### config.mk
export PLATFORM = sky130hd
export DESIGN_NAME = shield_ctrl_flat
export DESIGN_NICKNAME = d
export VERILOG_FILES = /design/src/rtl/shield_ctrl_pkg.sv /design/src/rtl/shield_ctrl_if.sv /design/src/rtl/shield_ctrl_sprite.sv /design/src/rtl/shield_ctrl_timer.sv /design/src/rtl/shield_ctrl.sv /design/src/flat_wrapper.sv
export SDC_FILE = /design/constraint.sdc
export NUM_CORES = 1
export LEC_CHECK = 0
export ABC_AREA = 1
export CAP_MARGIN = 10
export CORE_ASPECT_RATIO = 0.6
export CORE_UTILIZATION = 44
export CTS_CLUSTER_DIAMETER = 60
export DETAILED_ROUTE_END_ITERATION = 10
export PLACE_DENSITY = 0.7
export SLEW_MARGIN = 15
export SYNTH_ARGS = -nofsm -noshare
export SYNTH_HDL_FRONTEND = slang
export SYNTH_SLANG_ARGS = --single-unit
### constraint.sdc
create_clock -name clk -period 4.8 [get_ports clk]
set_input_delay 0.96 -clock clk [delete_from_list [all_inputs] [get_ports clk]]
set_output_delay 0.96 -clock clk [all_outputs]
set_load 0.1 [all_outputs]
### src/rtl/shield_ctrl_pkg.sv
// Shared types and constants for the multi-charge player shield.
package shield_pkg;

  typedef enum logic [1:0] {
    IDLE    = 2'd0,
    ACTIVE  = 2'd1,
    LOCKOUT = 2'd2
  } state_t;

  // Wide enough for the longest frame timer (recharge) plus headroom.
  localparam int FRAME_W = 10;

  localparam int COLR_EVEN = 12;
  localparam int COLR_ODD  = 9;

endpackage

### src/rtl/shield_ctrl_if.sv
// Player/collision-side and pixel-mux-side signals of the shield controller.
interface shield_ctrl_if #(
  parameter int CORDW     = 16,
  parameter int COLR_BITS = 4,
  parameter int CW        = 2,
  parameter int HW        = 2
);
  import shield_pkg::*;

  logic                    frame;
  logic                    activate;
  logic                    impact;
  logic                    screen_line;
  logic signed [CORDW-1:0] screen_x;
  logic signed [CORDW-1:0] screen_y;
  logic signed [CORDW-1:0] ship_x;
  logic signed [CORDW-1:0] ship_y;
  logic                    available;
  logic [CW-1:0]           charges;
  logic [HW-1:0]           hp;
  state_t                  state_o;
  logic                    absorbed;
  logic                    drawing;
  logic [COLR_BITS-1:0]    pixel;

  modport master (
    output frame, activate, impact, screen_line, screen_x, screen_y, ship_x, ship_y,
    input  available, charges, hp, state_o, absorbed, drawing, pixel
  );

  modport slave (
    input  frame, activate, impact, screen_line, screen_x, screen_y, ship_x, ship_y,
    output available, charges, hp, state_o, absorbed, drawing, pixel
  );

endinterface

### src/rtl/shield_ctrl_sprite.sv
// Box sprite with row latch on the line strobe and on-screen clipping; two-tone rows.
module sprite #(
  parameter int CORDW     = 16,
  parameter int COLR_BITS = 4,
  parameter int H_RES     = 640,
  parameter int V_RES     = 480,
  parameter int WIDTH     = 39,
  parameter int HEIGHT    = 24,
  parameter int SCALE     = 1
) (
  input  logic                    clk,
  input  logic                    rst,
  input  logic                    en_i,
  input  logic                    line_i,
  input  logic signed [CORDW-1:0] sx_i,
  input  logic signed [CORDW-1:0] sy_i,
  input  logic signed [CORDW-1:0] sprx_i,
  input  logic signed [CORDW-1:0] spry_i,
  output logic                    drawing_o,
  output logic [COLR_BITS-1:0]    pix_o
);
  import shield_pkg::*;

  localparam logic signed [CORDW-1:0] SPR_W = CORDW'(WIDTH * SCALE);
  localparam logic signed [CORDW-1:0] SPR_H = CORDW'(HEIGHT * SCALE);
  localparam logic signed [CORDW-1:0] X_END = CORDW'(H_RES);
  localparam logic signed [CORDW-1:0] Y_END = CORDW'(V_RES);

  logic                 row_hit_q, row_odd_q, drawing_q;
  logic [COLR_BITS-1:0] pix_q;
  logic                 row_hit, col_hit, drawing_d;

  assign row_hit = !sy_i[CORDW-1] && (sy_i < Y_END) && (sy_i >= spry_i) && (sy_i < spry_i + SPR_H);
  assign col_hit = !sx_i[CORDW-1] && (sx_i < X_END) && (sx_i >= sprx_i) && (sx_i < sprx_i + SPR_W);
  assign drawing_d = en_i && row_hit_q && col_hit;

  always_ff @(posedge clk or posedge rst) begin
    if (rst) begin
      row_hit_q <= 1'b0;
      row_odd_q <= 1'b0;
      drawing_q <= 1'b0;
      pix_q     <= '0;
    end else begin
      if (line_i) begin
        row_hit_q <= row_hit;
        row_odd_q <= sy_i[0] ^ spry_i[0];
      end
      drawing_q <= drawing_d;
      pix_q     <= drawing_d ? (row_odd_q ? COLR_BITS'(COLR_ODD) : COLR_BITS'(COLR_EVEN)) : '0;
    end
  end

  assign drawing_o = drawing_q;
  assign pix_o     = pix_q;

endmodule

### src/rtl/shield_ctrl_timer.sv
// Saturating frame down-counter: load wins over decrement, holds at zero.
module frame_timer #(
  parameter int W = 10
) (
  input  logic         clk,
  input  logic         rst,
  input  logic         load_i,
  input  logic [W-1:0] load_val_i,
  input  logic         dec_i,
  output logic [W-1:0] cnt_o,
  output logic         zero_o
);

  logic [W-1:0] cnt_q, cnt_d;

  always_comb begin
    cnt_d = cnt_q;
    if (load_i)
      cnt_d = load_val_i;
    else if (dec_i && (cnt_q != '0))
      cnt_d = cnt_q - W'(1);
  end

  always_ff @(posedge clk or negedge rst) begin
    if (!rst) cnt_q <= '0;
    else      cnt_q <= cnt_d;
  end

  assign cnt_o  = cnt_q;
  assign zero_o = (cnt_q == '0);

endmodule

### src/rtl/shield_ctrl.sv
// Multi-charge, multi-hit player shield; all updates are stepped by the frame strobe.
//   state   | meaning
//   IDLE    | shield down, may activate if a charge is in stock
//   ACTIVE  | shield up, life and hit points counting down
//   LOCKOUT | shield just ended, activation refused until lock expires
module shield_ctrl
  import shield_pkg::*;
#(
  parameter int SCREEN_CORDW    = 16,
  parameter int COLR_BITS       = 4,
  parameter int H_RES           = 640,
  parameter int V_RES           = 480,
  parameter int WIDTH           = 39,
  parameter int HEIGHT          = 24,
  parameter int SCALE           = 1,
  parameter int ACTIVE_FRAMES   = 300,
  parameter int LOCKOUT_FRAMES  = 120,
  parameter int RECHARGE_FRAMES = 600,
  parameter int MAX_CHARGES     = 2,
  parameter int HIT_POINTS      = 3,
  parameter int WARN_FRAMES     = 60,
  parameter int BLINK_LOG2      = 3
) (
  input logic          clk,
  input logic          rst,
  shield_ctrl_if.slave bus
);

  localparam int CW = $clog2(MAX_CHARGES + 1);
  localparam int HW = $clog2(HIT_POINTS + 1);
  localparam logic [CW-1:0]      CHG_MAX = CW'(MAX_CHARGES);
  localparam logic [HW-1:0]      HP_FULL = HW'(HIT_POINTS);
  localparam logic [FRAME_W-1:0] RC_LAST = FRAME_W'(RECHARGE_FRAMES - 1);
  localparam logic [FRAME_W-1:0] WARN    = FRAME_W'(WARN_FRAMES);

  state_t                      state_q, state_d;
  logic [CW-1:0]               charges_q, charges_d;
  logic [HW-1:0]               hp_q, hp_d;
  logic [FRAME_W-1:0]          rc_q, rc_d, life_cnt, lock_cnt;
  logic                        act_flag_q, act_flag_d, hit_flag_q, hit_flag_d;
  logic                        absorbed_q, absorbed_d;
  logic                        act_seen, hit_seen, consume, recharge, shield_en;
  logic                        life_load, life_dec, life_zero, lock_load, lock_dec, lock_zero;
  logic signed [SCREEN_CORDW-1:0] spr_y;

  // A pulse coincident with the frame strobe still counts for that frame.
  assign act_seen   = act_flag_q | bus.activate;
  assign hit_seen   = hit_flag_q | bus.impact;
  assign act_flag_d = bus.frame ? 1'b0 : act_seen;
  assign hit_flag_d = bus.frame ? 1'b0 : hit_seen;

  always_comb begin
    state_d    = state_q;
    hp_d       = hp_q;
    absorbed_d = 1'b0;
    consume    = 1'b0;
    life_load  = 1'b0;
    life_dec   = 1'b0;
    lock_load  = 1'b0;
    lock_dec   = 1'b0;
    if (bus.frame) begin
      unique case (state_q)
        IDLE: if (act_seen && (charges_q != '0)) begin
          state_d   = ACTIVE;
          consume   = 1'b1;
          hp_d      = HP_FULL;
          life_load = 1'b1;
        end
        ACTIVE: begin
          life_dec = 1'b1;
          if (hit_seen) begin
            hp_d       = (hp_q != '0) ? hp_q - HW'(1) : '0;
            absorbed_d = 1'b1;
          end
          if ((hit_seen && (hp_q <= HW'(1))) || (life_cnt == FRAME_W'(1)) || life_zero) begin
            state_d   = LOCKOUT;
            hp_d      = '0;
            lock_load = 1'b1;
          end
        end
        LOCKOUT: begin
          lock_dec = 1'b1;
          if ((lock_cnt == FRAME_W'(1)) || lock_zero) state_d = IDLE;
        end
        default: state_d = IDLE;
      endcase
    end
  end

  always_comb begin
    rc_d     = rc_q;
    recharge = 1'b0;
    if (charges_q >= CHG_MAX)
      rc_d = '0;
    else if (bus.frame) begin
      if (rc_q >= RC_LAST) begin
        rc_d     = '0;
        recharge = 1'b1;
      end else
        rc_d = rc_q + FRAME_W'(1);
    end
    charges_d = charges_q - CW'(consume) + CW'(recharge);
  end

  always_ff @(posedge clk or negedge rst) begin
    if (!rst) begin
      state_q    <= IDLE;
      charges_q  <= CHG_MAX;
      hp_q       <= '0;
      rc_q       <= '0;
      act_flag_q <= 1'b0;
      hit_flag_q <= 1'b0;
      absorbed_q <= 1'b0;
    end else begin
      state_q    <= state_d;
      charges_q  <= charges_d;
      hp_q       <= hp_d;
      rc_q       <= rc_d;
      act_flag_q <= act_flag_d;
      hit_flag_q <= hit_flag_d;
      absorbed_q <= absorbed_d;
    end
  end

  frame_timer #(.W(FRAME_W)) u_life (
    .clk(clk), .rst(rst), .load_i(life_load), .load_val_i(FRAME_W'(ACTIVE_FRAMES)),
    .dec_i(life_dec), .cnt_o(life_cnt), .zero_o(life_zero)
  );

  frame_timer #(.W(FRAME_W)) u_lock (
    .clk(clk), .rst(rst), .load_i(lock_load), .load_val_i(FRAME_W'(LOCKOUT_FRAMES)),
    .dec_i(lock_dec), .cnt_o(lock_cnt), .zero_o(lock_zero)
  );

  // Blinks during the warning window by gating on one bit of the life count.
  assign shield_en = (state_q == ACTIVE) && ((life_cnt > WARN) || life_cnt[BLINK_LOG2]);
  assign spr_y     = bus.ship_y - SCREEN_CORDW'(HEIGHT * SCALE);

  sprite #(
    .CORDW(SCREEN_CORDW), .COLR_BITS(COLR_BITS), .H_RES(H_RES), .V_RES(V_RES),
    .WIDTH(WIDTH), .HEIGHT(HEIGHT), .SCALE(SCALE)
  ) u_sprite (
    .clk(clk), .rst(~rst), .en_i(shield_en), .line_i(bus.screen_line),
    .sx_i(bus.screen_x), .sy_i(bus.screen_y), .sprx_i(bus.ship_x), .spry_i(spr_y),
    .drawing_o(bus.drawing), .pix_o(bus.pixel)
  );

  assign bus.available = (state_q == IDLE) && (charges_q != '0);
  assign bus.charges   = charges_q;
  assign bus.hp        = hp_q;
  assign bus.state_o   = state_q;
  assign bus.absorbed  = absorbed_q;

endmodule

### src/flat_wrapper.sv
// flat-port wrapper written by rule: the top's interface ports become plain ports
module shield_ctrl_flat import shield_pkg::*;
#(
  parameter int SCREEN_CORDW    = 16,
  parameter int COLR_BITS       = 4,
  parameter int H_RES           = 640,
  parameter int V_RES           = 480,
  parameter int WIDTH           = 39,
  parameter int HEIGHT          = 24,
  parameter int SCALE           = 1,
  parameter int ACTIVE_FRAMES   = 300,
  parameter int LOCKOUT_FRAMES  = 120,
  parameter int RECHARGE_FRAMES = 600,
  parameter int MAX_CHARGES     = 2,
  parameter int HIT_POINTS      = 3,
  parameter int WARN_FRAMES     = 60,
  parameter int BLINK_LOG2      = 3
)
  (clk, rst, bus_frame, bus_activate, bus_impact, bus_screen_line, bus_screen_x, bus_screen_y, bus_ship_x, bus_ship_y, bus_available, bus_charges, bus_hp, bus_state_o, bus_absorbed, bus_drawing, bus_pixel);
  shield_ctrl_if #(.COLR_BITS(COLR_BITS)) bus_i ();
  input logic clk;
  input logic rst;
  input wire logic [$bits(bus_i.frame)-1:0] bus_frame;
  input wire logic [$bits(bus_i.activate)-1:0] bus_activate;
  input wire logic [$bits(bus_i.impact)-1:0] bus_impact;
  input wire logic [$bits(bus_i.screen_line)-1:0] bus_screen_line;
  input wire logic [$bits(bus_i.screen_x)-1:0] bus_screen_x;
  input wire logic [$bits(bus_i.screen_y)-1:0] bus_screen_y;
  input wire logic [$bits(bus_i.ship_x)-1:0] bus_ship_x;
  input wire logic [$bits(bus_i.ship_y)-1:0] bus_ship_y;
  output wire logic [$bits(bus_i.available)-1:0] bus_available;
  output wire logic [$bits(bus_i.charges)-1:0] bus_charges;
  output wire logic [$bits(bus_i.hp)-1:0] bus_hp;
  output wire logic [$bits(bus_i.state_o)-1:0] bus_state_o;
  output wire logic [$bits(bus_i.absorbed)-1:0] bus_absorbed;
  output wire logic [$bits(bus_i.drawing)-1:0] bus_drawing;
  output wire logic [$bits(bus_i.pixel)-1:0] bus_pixel;
  assign bus_i.frame = bus_frame;
  assign bus_i.activate = bus_activate;
  assign bus_i.impact = bus_impact;
  assign bus_i.screen_line = bus_screen_line;
  assign bus_i.screen_x = bus_screen_x;
  assign bus_i.screen_y = bus_screen_y;
  assign bus_i.ship_x = bus_ship_x;
  assign bus_i.ship_y = bus_ship_y;
  assign bus_available = bus_i.available;
  assign bus_charges = bus_i.charges;
  assign bus_hp = bus_i.hp;
  assign bus_state_o = bus_i.state_o;
  assign bus_absorbed = bus_i.absorbed;
  assign bus_drawing = bus_i.drawing;
  assign bus_pixel = bus_i.pixel;
  shield_ctrl #(.SCREEN_CORDW(SCREEN_CORDW), .COLR_BITS(COLR_BITS), .H_RES(H_RES), .V_RES(V_RES), .WIDTH(WIDTH), .HEIGHT(HEIGHT), .SCALE(SCALE), .ACTIVE_FRAMES(ACTIVE_FRAMES), .LOCKOUT_FRAMES(LOCKOUT_FRAMES), .RECHARGE_FRAMES(RECHARGE_FRAMES), .MAX_CHARGES(MAX_CHARGES), .HIT_POINTS(HIT_POINTS), .WARN_FRAMES(WARN_FRAMES), .BLINK_LOG2(BLINK_LOG2)) u_core (.clk(clk), .rst(rst), .bus(bus_i));
endmodule
==> results.txt, run 1 <==
synthesized instance count: 608
dpl ws: 404.9 ps
Max Clock Freq: 0.2399 GHz
first drt pass iteration count: 5
critical path arrival: 4390 ps
number of H-tree branching levels: 2
Synth area leaders: dfrtp_1 (25%), ha_1 (20%), nand2_1 (8.5%)
number of routed nets with antenna violations: 0
worst setup margin: 631.3 ps
Fillers: 841
worst reg2reg setup slack: 2040 ps
WHS Path Cells: 1
Synth-to-Final Area Change: 25.06%
critical path required time: 5030 ps
max_cap viols: 0
Reg clk slew, reported paths: 60 ps
Worst Clk Skew: 5.196 ps
fin nets: 834
synthesized area: 4379 sq um
Final setup viols: 0
status: finished, final reports clean
Peak VDD IR: 0.3560 mV
setup tns final: 0 ps
asr flop ratio synth: 100.0%
Worst path max stage delay: 510 ps
Post-synth top flop: dfrtp_1
Initial Utilization: 46.46%
Synth cell types: 35
drt drc: 0
crit path buf inv count: 3
Yosys warning total: 0
Top cell by count, worst path: nand2_1
period utilization: 86.85%
DR iter-0 viols: 233
Max clock buf depth: 2
post-synthesis average cell area: 7.203 sq um
CTS Root Cell: clkbuf_16
first-pass GRT wire length: 17.72 mm
vias in the first global route: 4013
Fin. Hold Viols: 0
fraction of layout cells with a size suffix above 1: 2.590%
DR vias/cell: 5.079
Mapped Nets: 748
CTS Hold Bufs: 0
hold endpoint: u_core.u_sprite.pix_o[2]
Least-Margin Pin Slew: 999.4 ps
HP Class: reg -> reg
R2R cell count: 13
Yosys top cell by area: dfrtp_1
pin count of the biggest net entering global routing: 45
register area share after synthesis: 25.17%
leakage power: 0.002713 uW
Critical Path End Type: register
GR Util All Layers: 21.36%
Post-CTS Setup Bufs: 0
Startpoint Class: primary input
cell area power density: 326.5 nW/um^2
num ports: 83
Resized cells post-CTS: 0
antenna violations before repair: 0
area of the core: 9425 sq um
total gr overflow: 0
row count: 27
CTS Buf Count: 5
critical path class: in -> reg
critical-path cell list: clkdlybuf4s50_1, ha_1, xor2_1, a21oi_1, nor3b_2, nand3_1, or2_1, nor2_2, nand3_1, xor2_1, ha_1, nand2_1, inv_1, nand3_1, inv_1, a21oi_1, nand2_1, nand2_1, nand2_1, nor2_1, nand2_1, nand2_1
TritonCTS clock tree: yes
number of synthesized flops with an enable pin: 0
Reg-to-Reg Start: u_core.u_life.cnt_o[0]
Die ar.: 10370 sq um
max-slew violations: 0
PortBufs: 81
Die Y: 79.28 um
DR WL/cell: 12.59 um
hpwl dp: 8.712 mm
Min-Delay Startpoint: u_core.u_sprite.row_odd_q
WL final: 10.39 mm
via count: 4190
Clock Latency Late Sink: 290 ps
RR Endpoint: u_core.bus.charges[1]
n_diodes: 0
relative slew slack: 33.16%
Final min period: 4169 ps
Crit Path Max Fanout: 6
GPL Wtd Cong: 0.8885
CP max-delay cell: clkdlybuf4s50_1
Synth top area share: 24.57%
RSZ-0062 raised after global routing: no
register bit total from synthesis: 44
Worst path top cell family by delay: simple AND/OR/NAND/NOR gates
Die Wd: 130.8 um
clock sink count: 44
## power breakdown
part           total (uW)  switching, uW  leakage (uW)  internal (uW)
combinational         910            618       0.00209            293
sequential            547           79.0      0.000553            468
clock                 331            139     0.0000736            192
## synthesized netlist by cell type, drive strengths merged (3+ instances only)
master and count:
xor2 32, inv 98, nor4 9, dfrtp 43, nand3b 4, nor2 68, xnor2 5, nand3 45
or2 3, nor3b 6, ha 70, nand2 99, a211oi 3, nor3 15, o21ai 41, nand4 9
a21oi 41
## worst reg2reg max path, stage by stage, from the launching register on
cell and delay, ps:
dfrtp_1 400, inv_1 90, ha_1 210, o21ai_0 240, o21ai_0 170, nor2_1 210, nor2_1 90, nand2_1 190
inv_1 170, ha_1 310, inv_1 40, ha_1 190, xnor2_1 180, xor2_1 190
## state kept, by name, summed over array words and instances (netlist names), 2 cells and up
signal	flops
u_core.u_sprite.pix_o	3
u_core.bus.charges	2
u_core.bus.state_o	2
u_core.u_lock.cnt_o	10
u_core.u_life.cnt_o	10
u_core.rc_q	10
u_core.bus.hp	2
## cell usage in the layout, fill, tap and decap left out, types with 2 or more instances in the layout
master / n
a211oi_1: 3
a21o_1: 2
a21oi_1: 41
clkbuf_16: 5
clkdlybuf4s50_1: 80
clkinv_2: 2
dfrtp_1: 43
ha_1: 70
inv_1: 98
nand2_1: 99
nand3_1: 45
nand3b_1: 4
nand4_1: 9
nor2_1: 66
nor2_2: 2
nor3_1: 14
nor3b_1: 5
nor4_1: 8
o21a_1: 2
o21ai_0: 41
o31ai_1: 2
or2_2: 2
xnor2_1: 5
xor2_1: 32
## stage by stage
stage,hold slack (ps),instances,instance area [sq um],utilization [%],total power (uW)
finish,466.9,825,5477,58.10,1788
floorplan,425.7,608,4379,-,1184
global route,495.1,825,5477,58.10,1936
CTS,467.7,825,5477,58.10,1798
global placement,442.4,817,5333,56.58,1425
detailed placement,449.7,817,5333,56.58,1456
## how the worst max path moves through the flow
stage | from | to | slack [ps] | cells after the start
floorplan | bus_ship_y[3] | u_core.u_sprite.row_hit_q | 1390 | 20
global placement | bus_ship_y[3] | u_core.u_sprite.row_hit_q | 610 | 22
detailed placement | bus_ship_y[3] | u_core.u_sprite.row_hit_q | 400 | 22
CTS | bus_ship_y[3] | u_core.u_sprite.row_hit_q | 680 | 22
global route | bus_ship_y[3] | u_core.u_sprite.row_hit_q | 290 | 22
finish | bus_ship_y[3] | u_core.u_sprite.row_hit_q | 630 | 22
## cell type report
class | instances | area, sq um | area share [%]
multi-input combinational | 464 | 2894 | 52.84
sequential | 44 | 1102 | 20.13
timing repair buffer | 81 | 805.8 | 14.71
inverter | 98 | 367.9 | 6.717
tap | 130 | 162.7 | 2.970
clock buffer | 5 | 125.1 | 2.285
clock inverter | 3 | 18.77 | 0.3427
## cells by family (layout without fill, tap and decap cells)
group | after synthesis | in the layout | share of synthesized area (%)
fa+ha+maj | 70 | 70 | 20.00
compound gates | 96 | 96 | 11.74
xor+xnor | 37 | 37 | 7.400
mux | 2 | 2 | 0.4857
simple gates | 258 | 258 | 26.37
flops | 44 | 44 | 25.17
buf+inv | 100 | 187 | 8.743
other cells | 1 | 1 | 0.08563
## metal layers
| metal | track usage, % | up-vias | wire length (um) |
|---|---|---|---|
| met5 | 0 | - | 0 |
| met4 | 4.713 | 0 | 106 |
| met3 | 3.100 | 13 | 428 |
| met2 | 33.76 | 110 | 4293 |
| met1 | 30.53 | 1872 | 5557 |
| li1 | - | 2195 | - |
Power figures use the tool's default switching activity.
==> run 2: changes to the inputs <==
- CTS_BUF_LIST: default -> sky130_fd_sc_hd__clkbuf_4 sky130_fd_sc_hd__clkbuf_8
- SETUP_SLACK_MARGIN: default -> 0.4
- SKIP_CTS_REPAIR_TIMING: default -> 1
==> run 2 against run 1 <==
- sequential power is essentially flat
- setup slack gained 220 ps
- final cell count is the same
- utilization shrank 0.50 points
- power shrank 5.8%
- flip-flop and latch count is the same
- die area is the same
- critical path depth shrank 1
- highest routed layer unchanged
- clock power shrank 31%
- clock skew grew 0.99 ps
==> results.txt, run 2 (synthesized netlist as in run 1, its figures left out) <==
status: finished, final reports clean
hpwl dp: 8.712 mm (unchanged)
CP max-delay cell: clkdlybuf4s50_1
Reg area: 1102 sq um (unchanged)
antenna violations before repair: 0 (unchanged)
DR WL/cell: 12.51 um (-0.60%)
num ports: 83 (unchanged)
CTS Root Cell: clkbuf_8
WHS Path Cells: 1 (unchanged)
most frequent cells in the layout: nand2_1 (99), inv_1 (98), clkdlybuf4s50_1 (79)
Min-Delay Startpoint: u_core.u_sprite.row_odd_q
RSZ-0062 raised after global routing: no
max_cap viols: 0 (unchanged)
Fillers: 852 (+1.3%)
Worst path top cell family by delay: simple AND/OR/NAND/NOR gates
pin count of the biggest net entering global routing: 45 (unchanged)
Critical Path End Type: register
fraction of layout cells with a size suffix above 1: 2.878% (+0.29 points)
final instance area: 5429 sq um (-0.87%)
worst reg2reg setup slack: 2040 ps (about the same)
Startpoint Class: primary input
setup tns final: 0 ps (unchanged)
WL final: 10.32 mm (-0.60%)
R2R cell count: 13 (unchanged)
DR iter-0 viols: 233 (unchanged)
max-slew violations: 0 (unchanged)
Worst Clk Skew: 6.182 ps (+0.9857 ps)
Least-Margin Pin Slew: 999.3 ps (-0.1497 ps)
number of H-tree branching levels: 2 (unchanged)
period utilization: 82.24% (-4.6 points)
TritonCTS clock tree: yes
via count: 4188 (-0.048%)
critical path required time: 5030 ps (about the same)
vias in the first global route: 4010 (-0.075%)
GR Util All Layers: 21.14% (-0.22 points)
Util after Layout: 57.60% (-0.50 points)
Max Clock Freq: 0.2533 GHz (+5.6%)
fin nets: 834 (unchanged)
total gr overflow: 0 (unchanged)
drt drc: 0 (unchanged)
Die ar.: 10370 sq um (unchanged)
Final setup viols: 0 (unchanged)
most common cell after layout, fill and taps aside: nand2_1
GPL Wtd Cong: 0.8885 (unchanged)
crit path buf inv count: 3 (unchanged)
critical path arrival: 4180 ps (-210 ps)
Max clock buf depth: 2 (unchanged)
Placed Area: 5333 sq um (unchanged)
first drt pass iteration count: 5 (unchanged)
Initial Utilization: 46.46% (unchanged)
hold endpoint: u_core.u_sprite.pix_o[2]
critical-path cell list: clkdlybuf4s50_1, inv_1, ha_1, a21oi_1, nand2_1, nand2_1, nand2_1, nor2_1, nand3_1, nor3_1, nand3_1, xor2_1, ha_1, nand2_1, inv_1, nand3_1, nor3_1, o21ai_0, nand3b_1, nand4_1, nor2_1
RR Endpoint: u_core.bus.charges[1]
Peak VDD IR: 0.3421 mV (-3.9%)
clock sink count: 44 (unchanged)
row count: 27 (unchanged)
relative slew slack: 33.17% (about the same)
n_diodes: 0 (unchanged)
Synth-to-Final Area Change: 23.97%
critical path class: in -> reg
area of the core: 9425 sq um (unchanged)
Reg-to-Reg Start: u_core.u_life.cnt_o[0]
Fin. Hold Viols: 0 (unchanged)
Worst path max stage delay: 480 ps (-30 ps)
Reg clk slew, reported paths: 80 ps (+20 ps)
area of the multi-input gates: 2900 sq um (+0.22%)
Hold WS: 474.1 ps (+7.187 ps)
Die Y: 79.28 um (unchanged)
CTS Buf Count: 5 (unchanged)
Clock Latency Late Sink: 300 ps (about the same)
DR vias/cell: 5.076 (about the same)
PortBufs: 81 (unchanged)
total power: 1685 uW (-5.8%)
Die Wd: 130.8 um (unchanged)
number of routed nets with antenna violations: 0 (unchanged)
HP Class: reg -> reg
cell area power density: 310.4 nW/um^2 (-5.0%)
first-pass GRT wire length: 17.67 mm (-0.28%)
Crit Path Max Fanout: 3 (-3)
Top cell by count, worst path: nand2_1
leakage power: 0.002695 uW (-0.66%)
Final min period: 3947 ps (-221.4 ps)
==> run 2: worst register-to-register path, cell delays in order, from the launching register on <==
cell,delay (ps)
dfrtp_1,400
inv_1,90
ha_1,210
o21ai_0,250
o21ai_0,170
nor2_1,200
nor2_1,90
nand2_1,190
inv_1,180
ha_1,310
inv_1,40
ha_1,190
xnor2_1,180
xor2_1,190
==> run 2: metal layers <==
layer	track usage (%)	vias up	wire length, um
met1	30.57	1866	5508
met5	0	-	0
li1	-	2194	-
met4	4.713	0	102
met3	2.291	12	427
met2	33.54	116	4283
==> run 2: power by group <==
group / leakage (uW) / switching [uW] / internal (uW)
combinational: 0.00209 / 618 / 293
sequential: 0.000553 / 78.4 / 467
clock: 0.0000479 / 127 / 101
==> run 2: worst max-delay path by stage <==
stage                              from                   endpoint  cells after the start
after floorplan           bus_ship_y[3]  u_core.u_sprite.row_hit_q                     20
after global placement    bus_ship_y[3]  u_core.u_sprite.row_hit_q                     22
after detailed placement  bus_ship_y[3]  u_core.u_sprite.row_hit_q                     22
after CTS                 bus_ship_y[3]  u_core.u_sprite.row_hit_q                     22
after global routing      bus_ship_y[5]  u_core.u_sprite.row_hit_q                     21
final                     bus_ship_x[0]   u_core.u_sprite.pix_o[2]                     21
==> run 2: stage by stage <==
stage	cells	setup slack, ps
after floorplan	608	1385
after global placement	817	610.4
after detailed placement	817	404.9
after CTS	825	698.2
after global routing	825	495.4
final	825	852.7
==> run 2: layout make-up <==
type	count	area share (%)
well taps	130	2.996
multi-input cells	464	53.42
flip-flops and latches	44	20.30
repair buffers	81	14.89
clock inverters	3	0.3457
clock buffers	5	1.268
inverters	98	6.776
